==> src/rtl/tick_scheduler_pkg.sv <==
// Shared types and default sizing for the tick scheduler.
package tick_scheduler_pkg;

  localparam int WIDTH_DEF    = 32;
  localparam int CHANNELS_DEF = 4;
  localparam int SEL_W_DEF    = 5;
  localparam int CH_W_DEF     = 2;

  // Per-channel FSM encoding; 2'd3 is unreachable and recovers to OFF.
  typedef enum logic [1:0] {
    ST_OFF = 2'd0,
    ST_ARM = 2'd1,
    ST_RUN = 2'd2
  } ch_state_e;

endpackage

==> src/rtl/tick_scheduler_channel.sv <==
// One tick channel: watches a single divider tap and emits a 1-cycle
// enable on each rising edge of that tap. ARM waits for the tap to read 0
// before RUN, so a retune never produces a spurious edge.
module tick_channel
  import tick_scheduler_pkg::*;
#(
  parameter int WIDTH = WIDTH_DEF,
  parameter int SEL_W = SEL_W_DEF
) (
  input  logic             clk_src,
  input  logic             rst,
  input  logic [WIDTH-1:0] clk_group,
  input  logic             load,
  input  logic             load_en,
  input  logic [SEL_W-1:0] load_tap,
  output logic             tick,
  output logic             active,
  output logic             arming
);

  ch_state_e        state_q, state_d;
  logic [SEL_W-1:0] tap_q, tap_d;
  logic             prev_q, prev_d;
  logic             tick_q, tick_d;
  logic             b;

  // Tap sample; a mask-and-reduce keeps every tap bit in use and reads 0
  // for an out-of-range index (never latched, but harmless if it were).
  assign b = |(clk_group & (WIDTH'(1) << tap_q));

  // State, tap, edge history and tick registers.
  always_ff @(posedge clk_src) begin
    if (rst) begin
      state_q <= ST_OFF;
      tap_q   <= '0;
      prev_q  <= 1'b0;
      tick_q  <= 1'b0;
    end else begin
      state_q <= state_d;
      tap_q   <= tap_d;
      prev_q  <= prev_d;
      tick_q  <= tick_d;
    end
  end

  // Next state; an accepted load overrides everything, including an edge
  // that would have ticked this cycle.
  always_comb begin
    state_d = state_q;
    tap_d   = tap_q;
    prev_d  = prev_q;
    tick_d  = 1'b0;
    if (load) begin
      state_d = load_en ? ST_ARM : ST_OFF;
      if (load_en) tap_d = load_tap;
      prev_d  = 1'b0;
    end else begin
      case (state_q)
        ST_OFF: state_d = ST_OFF;
        ST_ARM: begin
          if (!b) begin
            state_d = ST_RUN;
            prev_d  = 1'b0;
          end
        end
        ST_RUN: begin
          prev_d = b;
          tick_d = b & ~prev_q;
        end
        default: state_d = ST_OFF;
      endcase
    end
  end

  assign tick   = tick_q;
  assign active = (state_q == ST_RUN);
  assign arming = (state_q == ST_ARM);

endmodule

==> src/rtl/tick_scheduler.sv <==
// Tick scheduler top: decodes config requests, range-checks them, and
// fans loads out to an array of tick channels. Only one channel may be
// arming at a time, which is what holds cfg_ready low.
module tick_scheduler
  import tick_scheduler_pkg::*;
#(
  parameter int WIDTH    = WIDTH_DEF,
  parameter int CHANNELS = CHANNELS_DEF,
  parameter int SEL_W    = SEL_W_DEF,
  parameter int CH_W     = CH_W_DEF
) (
  input  logic                clk_src,
  input  logic                rst,
  input  logic [WIDTH-1:0]    clk_group,
  input  logic                cfg_valid,
  output logic                cfg_ready,
  input  logic [CH_W-1:0]     cfg_chan,
  input  logic [SEL_W-1:0]    cfg_tap,
  input  logic                cfg_enable,
  output logic                cfg_err,
  output logic [CHANNELS-1:0] tick,
  output logic [CHANNELS-1:0] active
);

  logic                accept;
  logic                chan_ok;
  logic                tap_ok;
  logic                load_en;
  logic [CHANNELS-1:0] load;
  logic [CHANNELS-1:0] arming;

  assign cfg_ready = ~|arming;
  assign accept    = cfg_valid & cfg_ready;
  assign chan_ok   = 32'(cfg_chan) < 32'(CHANNELS);
  assign tap_ok    = 32'(cfg_tap) < 32'(WIDTH);
  // An enable with a bad tap degrades to a stop of the target channel.
  assign load_en   = cfg_enable & tap_ok;

  for (genvar i = 0; i < CHANNELS; i++) begin : g_ch
    assign load[i] = accept & chan_ok & (cfg_chan == CH_W'(i));

    tick_channel #(
      .WIDTH (WIDTH),
      .SEL_W (SEL_W)
    ) u_ch (
      .clk_src   (clk_src),
      .rst       (rst),
      .clk_group (clk_group),
      .load      (load[i]),
      .load_en   (load_en),
      .load_tap  (cfg_tap),
      .tick      (tick[i]),
      .active    (active[i]),
      .arming    (arming[i])
    );
  end

  // Error pulse for one cycle after accepting a bad channel or bad tap.
  always_ff @(posedge clk_src) begin
    if (rst) cfg_err <= 1'b0;
    else     cfg_err <= accept & (~chan_ok | (cfg_enable & ~tap_ok));
  end

endmodule

==> config.mk <==
export PLATFORM = sky130hd
export DESIGN_NAME = tick_scheduler
export DESIGN_NICKNAME = d
export VERILOG_FILES = /design/src/rtl/tick_scheduler_pkg.sv /design/src/rtl/tick_scheduler_channel.sv /design/src/rtl/tick_scheduler.sv
export SDC_FILE = /design/constraint.sdc
export NUM_CORES = 1
export LEC_CHECK = 0
export BUFFER_PORTS_ARGS = -buffer_cell sky130_fd_sc_hd__buf_2
export CAP_MARGIN = 20
export CORE_MARGIN = 2
export CORE_UTILIZATION = 40
export DETAILED_ROUTE_END_ITERATION = 7
export HOLD_SLACK_MARGIN = 0.06
export PLACE_DENSITY_LB_ADDON = 0.1
export SYNTH_ARGS = -nofsm -noshare
export SYNTH_HDL_FRONTEND = slang
export SYNTH_SLANG_ARGS = --single-unit
==> constraint.sdc <==
create_clock -name clk_src -period 2.14 [get_ports clk_src]
set_input_delay 0.535 -clock clk_src [delete_from_list [all_inputs] [get_ports clk_src]]
set_output_delay 0.535 -clock clk_src [all_outputs]
set_load 0.05 [all_outputs]
== Word-level counts from Yosys, hierarchy flattened ==
Index checks and enable logic that the tools add are counted.

* Equal/unequal tests: 23
* Reductions and logical operators: 31
* Bitwise operators: 21
* Multiplexer cells: 21
* Shift-type cells: 4

{| class="wikitable"
|+ Operators by type and width
! operator !! number
|-
| 32-bit AND || 4
|-
| 32-bit OR reduction || 4
|-
| 1-bit by 5-bit left shift with 32-bit output (first input constant) || 4
|-
| 2-bit AND reduction || 12
|-
| 2-bit two-way mux || 8
|-
| 2-bit case mux with 2 select lines || 4
|-
| 2-bit == test (second input constant) || 6
|-
| 3-bit by 2-bit inequality test with 1-bit output (second input constant) || 4
|-
| 3-bit OR reduction || 4
|-
| 2-bit by 1-bit == test with 1-bit output (second input constant) || 5
|-
| 1-bit AND || 9
|-
| 2-bit by 1-bit inequality test with 1-bit output (second input constant) || 4
|-
| 2-bit inequality test (second input constant) || 4
|-
| 1-bit inverter || 8
|-
| 1-bit case mux with 2 select lines || 4
|-
| 2-bit nonzero test || 4
|-
| 2-bit OR reduction || 4
|-
| 1-bit two-way mux || 5
|-
| 4-bit OR reduction || 1
|-
| 2-bit logical NOT || 1
|-
| 1-bit logical NOT || 1
|}

* Input port bits: 43
* Output and inout port bits: 10
* Logic and storage cells: 116
* Bits in registers: 36

== Depth between registers and ports, before layout ==
* Word-level depth: 7
* Depth in mapped cells: 8
* Depth with buffers taken out: 6

== Modules after synthesis ==
A second synthesis with hierarchy kept.

* Cell total of the unflattened synthesis: 372
* Area, all modules: 2,905.3 µm²

{| class="wikitable"
|+ By module, submodules not included
! module !! area an instance (µm²) !! instances !! cells each
|-
| tick_channel || 708.2 || 4 || 91
|-
| tick_scheduler || 72.6 || 1 || 8
|}

== Worst setup path after synthesis ==
No wires, ideal clock.

* Path type: reg2reg
* From: reg g_ch[2].u_ch.state_q[1]
* To: reg g_ch[2].u_ch.tap_q[0]
* Stages on the path, launching flop included: 9
* Path buffers: 2
* Path slack: 0.069 ns
* Arrival: 1.944 ns
* Required time: 2.012 ns
* Path through: dfxtp_1 nand2b_1 and4_1 and3b_1 buf_2 and3_1 buf_2 mux2i_1 nor2_1

* Longest elaborated chain between the ends: 6

{| class="wikitable"
|+ Ends and longest elaborated chain
! element !! RTL line !! text
|-
| start: declaration || tick_scheduler_channel.sv:21 || <nowiki>ch_state_e state_q, state_d;</nowiki>
|-
| start signal: assignment || tick_scheduler_channel.sv:39 || <nowiki>state_q <= state_d;</nowiki>
|-
| 2-bit by 1-bit == test with 1-bit output || tick_scheduler_channel.sv:77 || <nowiki>assign arming = (state_q == ST_ARM);</nowiki>
|-
| 4-bit OR reduction || tick_scheduler.sv:32 || <nowiki>assign cfg_ready = ~|arming;</nowiki>
|-
| 1-bit logical NOT || tick_scheduler.sv:32 ||
|-
| net cfg_ready || tick_scheduler.sv:16 || <nowiki>output logic cfg_ready,</nowiki>
|-
| 1-bit AND || tick_scheduler.sv:33 || <nowiki>assign accept = cfg_valid & cfg_ready;</nowiki>
|-
| 1-bit AND || tick_scheduler.sv:40 || <nowiki>assign load[i] = accept & chan_ok & (cfg_chan == CH_W'(i));</nowiki>
|-
| 2-bit AND reduction (no source line) || n/a ||
|-
| end signal: assignment || tick_scheduler_channel.sv:40 || <nowiki>tap_q <= tap_d;</nowiki>
|-
| end: declaration || tick_scheduler_channel.sv:22 || <nowiki>logic [SEL_W-1:0] tap_q, tap_d;</nowiki>
|}

The timed path passes the listed nets, and every way through them passes these cells.
A chain may end at the register's enable or synchronous reset.

== Worst setup path in the final report ==
* From: reg g_ch[2].u_ch.tap_q[1]
* To: reg g_ch[2].u_ch.state_q[1]

* Longest elaborated chain between the ends: 5

{| class="wikitable"
|+ Ends and longest elaborated chain
! element !! RTL line !! text
|-
| 1-bit by 5-bit left shift with 32-bit output || tick_scheduler_channel.sv:29 || <nowiki>assign b = |(clk_group & (WIDTH'(1) << tap_q));</nowiki>
|-
| 32-bit AND || tick_scheduler_channel.sv:29 ||
|-
| 32-bit OR reduction || tick_scheduler_channel.sv:29 ||
|-
| 3-bit by 2-bit inequality test with 1-bit output (no source line) || n/a ||
|-
| 2-bit AND reduction (no source line) || n/a ||
|}

Every way passes these cells.

==> out/qor.yml <==
min_period_ns: 2.026
hold_buffers: 0
yosysSeqAreaShare: 0.2392
crit_required_ns: 2.34
whs_ns: 0.4375
drt_wl_total_mm: 8.989
initial_core_util: 0.4132
synth_area_sq_um: 3013
cts_buffers: 5
layout_setup_ws_ns: 0.1137
clock_latency_ns: 0.28
routedWlPerCell_um: 16.83
num_rows: 31
fin_nets: 478
grt_usage: 0.2153
slew_violations: 0
setup_violations: 0
startpoint: "g_ch[2].u_ch.tap_q[1]"
power.leakage_nw: 1.275
syn_inst: 390
core_area_sq_um: 7292
htree_levels: 2
rr_startpoint: "g_ch[2].u_ch.tap_q[1]"
switching_share: 0.2927
p_per_area_nw_per_um2: 426.5
drt-initial-drc-count: 181
grt_pass1_wl_mm: 14.18
vias: 3025
cts.clk_slew.worst_paths_ns: 0.07
critPathMaxStageDelay_ns: 0.49
fin_tns_setup_ns: 0
synth_warnings: 0
seq_power_share: 0.478
cp-end-kind: "flop"
yosys.cell_types.count: 57
final.period_utilization: 0.9469
dr.pass1.iters: 5
route.detailed.drc: 0
cts_tree: "done"
syn_to_final_growth_pct: 15.03
fin_skew_ns: 0.006602
final_area_sq_um: 3466
cp.depth: 6
hold_class: "reg2reg"
syn_avg_cell_area_sq_um: 7.725
place_area_sq_um: 3378
ios: 53
root_buffer: "clkbuf_8"
mostFrequentLayoutCell: "buf_2"
fillers: 749
multi_input_area_sq_um: 2011
die_height_um: 90.79
rsz0062_at_grt: "false"
stdcell_count: 534
grt_max_degree: 24
cp-endpoint: "g_ch[2].u_ch.state_q[1]"
place.port_buffers: 51
synth_top_area_frac: 0.2392
cell_internal_pwr_mw: 1.045
vias_per_cell: 5.665
layout_common_cells: "buf_2, mux2i_1, dfxtp_1"
final_core_util: 0.4753
synth-edff-count: 0
seq_area_sq_um: 724.4
pre_cts_ws_ns: -0.009451
worstSetupStartpointType: "flop"
dieWidth_um: 90.79
synth_area_leaders: "dfxtp_1, mux2i_1, a21oi_1, nand3_1, nand2_1"
cts.sinks: 36
n_antenna_cell: 0
worstSetupPathType: "reg2reg"
drive_above_1_share: 0.2414
grt_overflow_total: 0
power.total_mw: 1.478
synth_top_cell_by_area: "dfxtp_1"
placedCellCount: 527
dpl.hpwl_mm: 7.118
gp_congestion: 0.8952
cap_violations: 0
cp_max_fo: 7
synth_top_flop_cell: "dfxtp_1"
clkPwrFrac: 0.298
worst-path-buf-inv: 0
synth_nets: 433
comb_power_share: 0.224
reg2reg_depth: 6
async_reset_ff_frac: 0
ir_drop_uv: 411.4
r2r_end: "g_ch[2].u_ch.state_q[1]"
grt_pass1_vias: 2773
timing.fmax_mhz: 493.5
cp_top_family: "compound AO/OA/AOI/OAI gates"
antenna_found_initial: 0
hold_viol_final: 0
worstPathArrival_ns: 2.22
crit_path_cell_trace: "mux2i_1, o221ai_1, a211o_1, a2111o_1, and2_4, o31ai_4"
cp_slowest_cell: "dfxtp_1"
ys_seq_elements: 36
dieArea_sq_um: 8243
p_switching_mw: 0.4327
status: "finished clean"
cts_max_path_buffers: 2
ant_nets: 0
reg2reg_slack_ns: 0.11
final cells by class:
class	instances	share of cell area
clock buffers	6	0.02094
clock inverters	1	0.001444
inverters	13	0.01408
multi-input cells	298	0.5801
flip-flops and latches	36	0.2090
well taps	99	0.03574
repair buffers	81	0.1386
logic make-up after synthesis:
logic type / after synthesis / synth area share
AOI/OAI and AO/OA: 99 / 0.2193
buffers and inverters: 56 / 0.09552
other: 1 / 0.001245
muxes: 42 / 0.1495
and+or+nand+nor: 156 / 0.2953
DFF: 36 / 0.2392
metal layers:
layer | track usage | part of all wire | vias up | wire length, um
li1 | - | - | 1524 | -
met3 | 0.02504 | 0.039 | 18 | 350
met1 | 0.2880 | 0.47 | 1397 | 4215
met5 | 0 | 0 | - | 0
met2 | 0.3570 | 0.47 | 86 | 4237
met4 | 0.07828 | 0.021 | 0 | 185
timing repair:
item                                   4_1_cts  5_1_grt
gates resized for setup                      0        5
setup endpoints to repair                    0        8
endpoints found under the hold margin        0        0
buffers inserted                             0        0
cell usage after synthesis (all sizes together), types with 5 or more instances:
library cell	n
a21oi	31
a22oi	5
a31oi	8
and3	5
buf	32
clkbuf	11
dfxtp	36
inv	13
mux2i	36
nand2	31
nand2b	10
nand3	28
nand3b	14
nor2	17
nor2b	9
nor3	6
nor3b	9
nor4	5
o21ai	17
o31ai	5
worst min-delay path by stage:
stage	startpoint	endpoint	cells after the start
floorplan	g_ch[2].u_ch.prev_q	g_ch[2].u_ch.tick	1
global placement	g_ch[2].u_ch.prev_q	g_ch[2].u_ch.tick	1
detailed placement	g_ch[2].u_ch.prev_q	g_ch[2].u_ch.tick	1
CTS	g_ch[2].u_ch.prev_q	g_ch[2].u_ch.tick	1
global route	g_ch[2].u_ch.prev_q	g_ch[2].u_ch.tick	1
finish	g_ch[2].u_ch.prev_q	g_ch[2].u_ch.tick	1
worst register-to-register path: cells and delay by family, from the launching register on:
kind / cells / cell delay [ns]
and+or+nand+nor: 1 / 0.20
muxes: 1 / 0.23
DFF: 1 / 0.49
AOI/OAI and AO/OA: 4 / 1.04
state kept, by name (all words and copies together) (netlist names):
signal	count
g_ch.u_ch.prev_q	4
g_ch.u_ch.state_q	8
g_ch.u_ch.tap_q	20
g_ch.u_ch.tick	4
power groups by stage:
stage | Combinational, mW | Clock (mW) | Sequential [mW]
finish | 0.331 | 0.441 | 0.706
global route | 0.362 | 0.485 | 0.708
CTS | 0.328 | 0.457 | 0.705
detailed placement | 0.327 | 0 | 0.720
global placement | 0.326 | 0 | 0.720
floorplan | 0.203 | 0 | 0.706
Note: power is estimated with default switching activity, not from simulation.
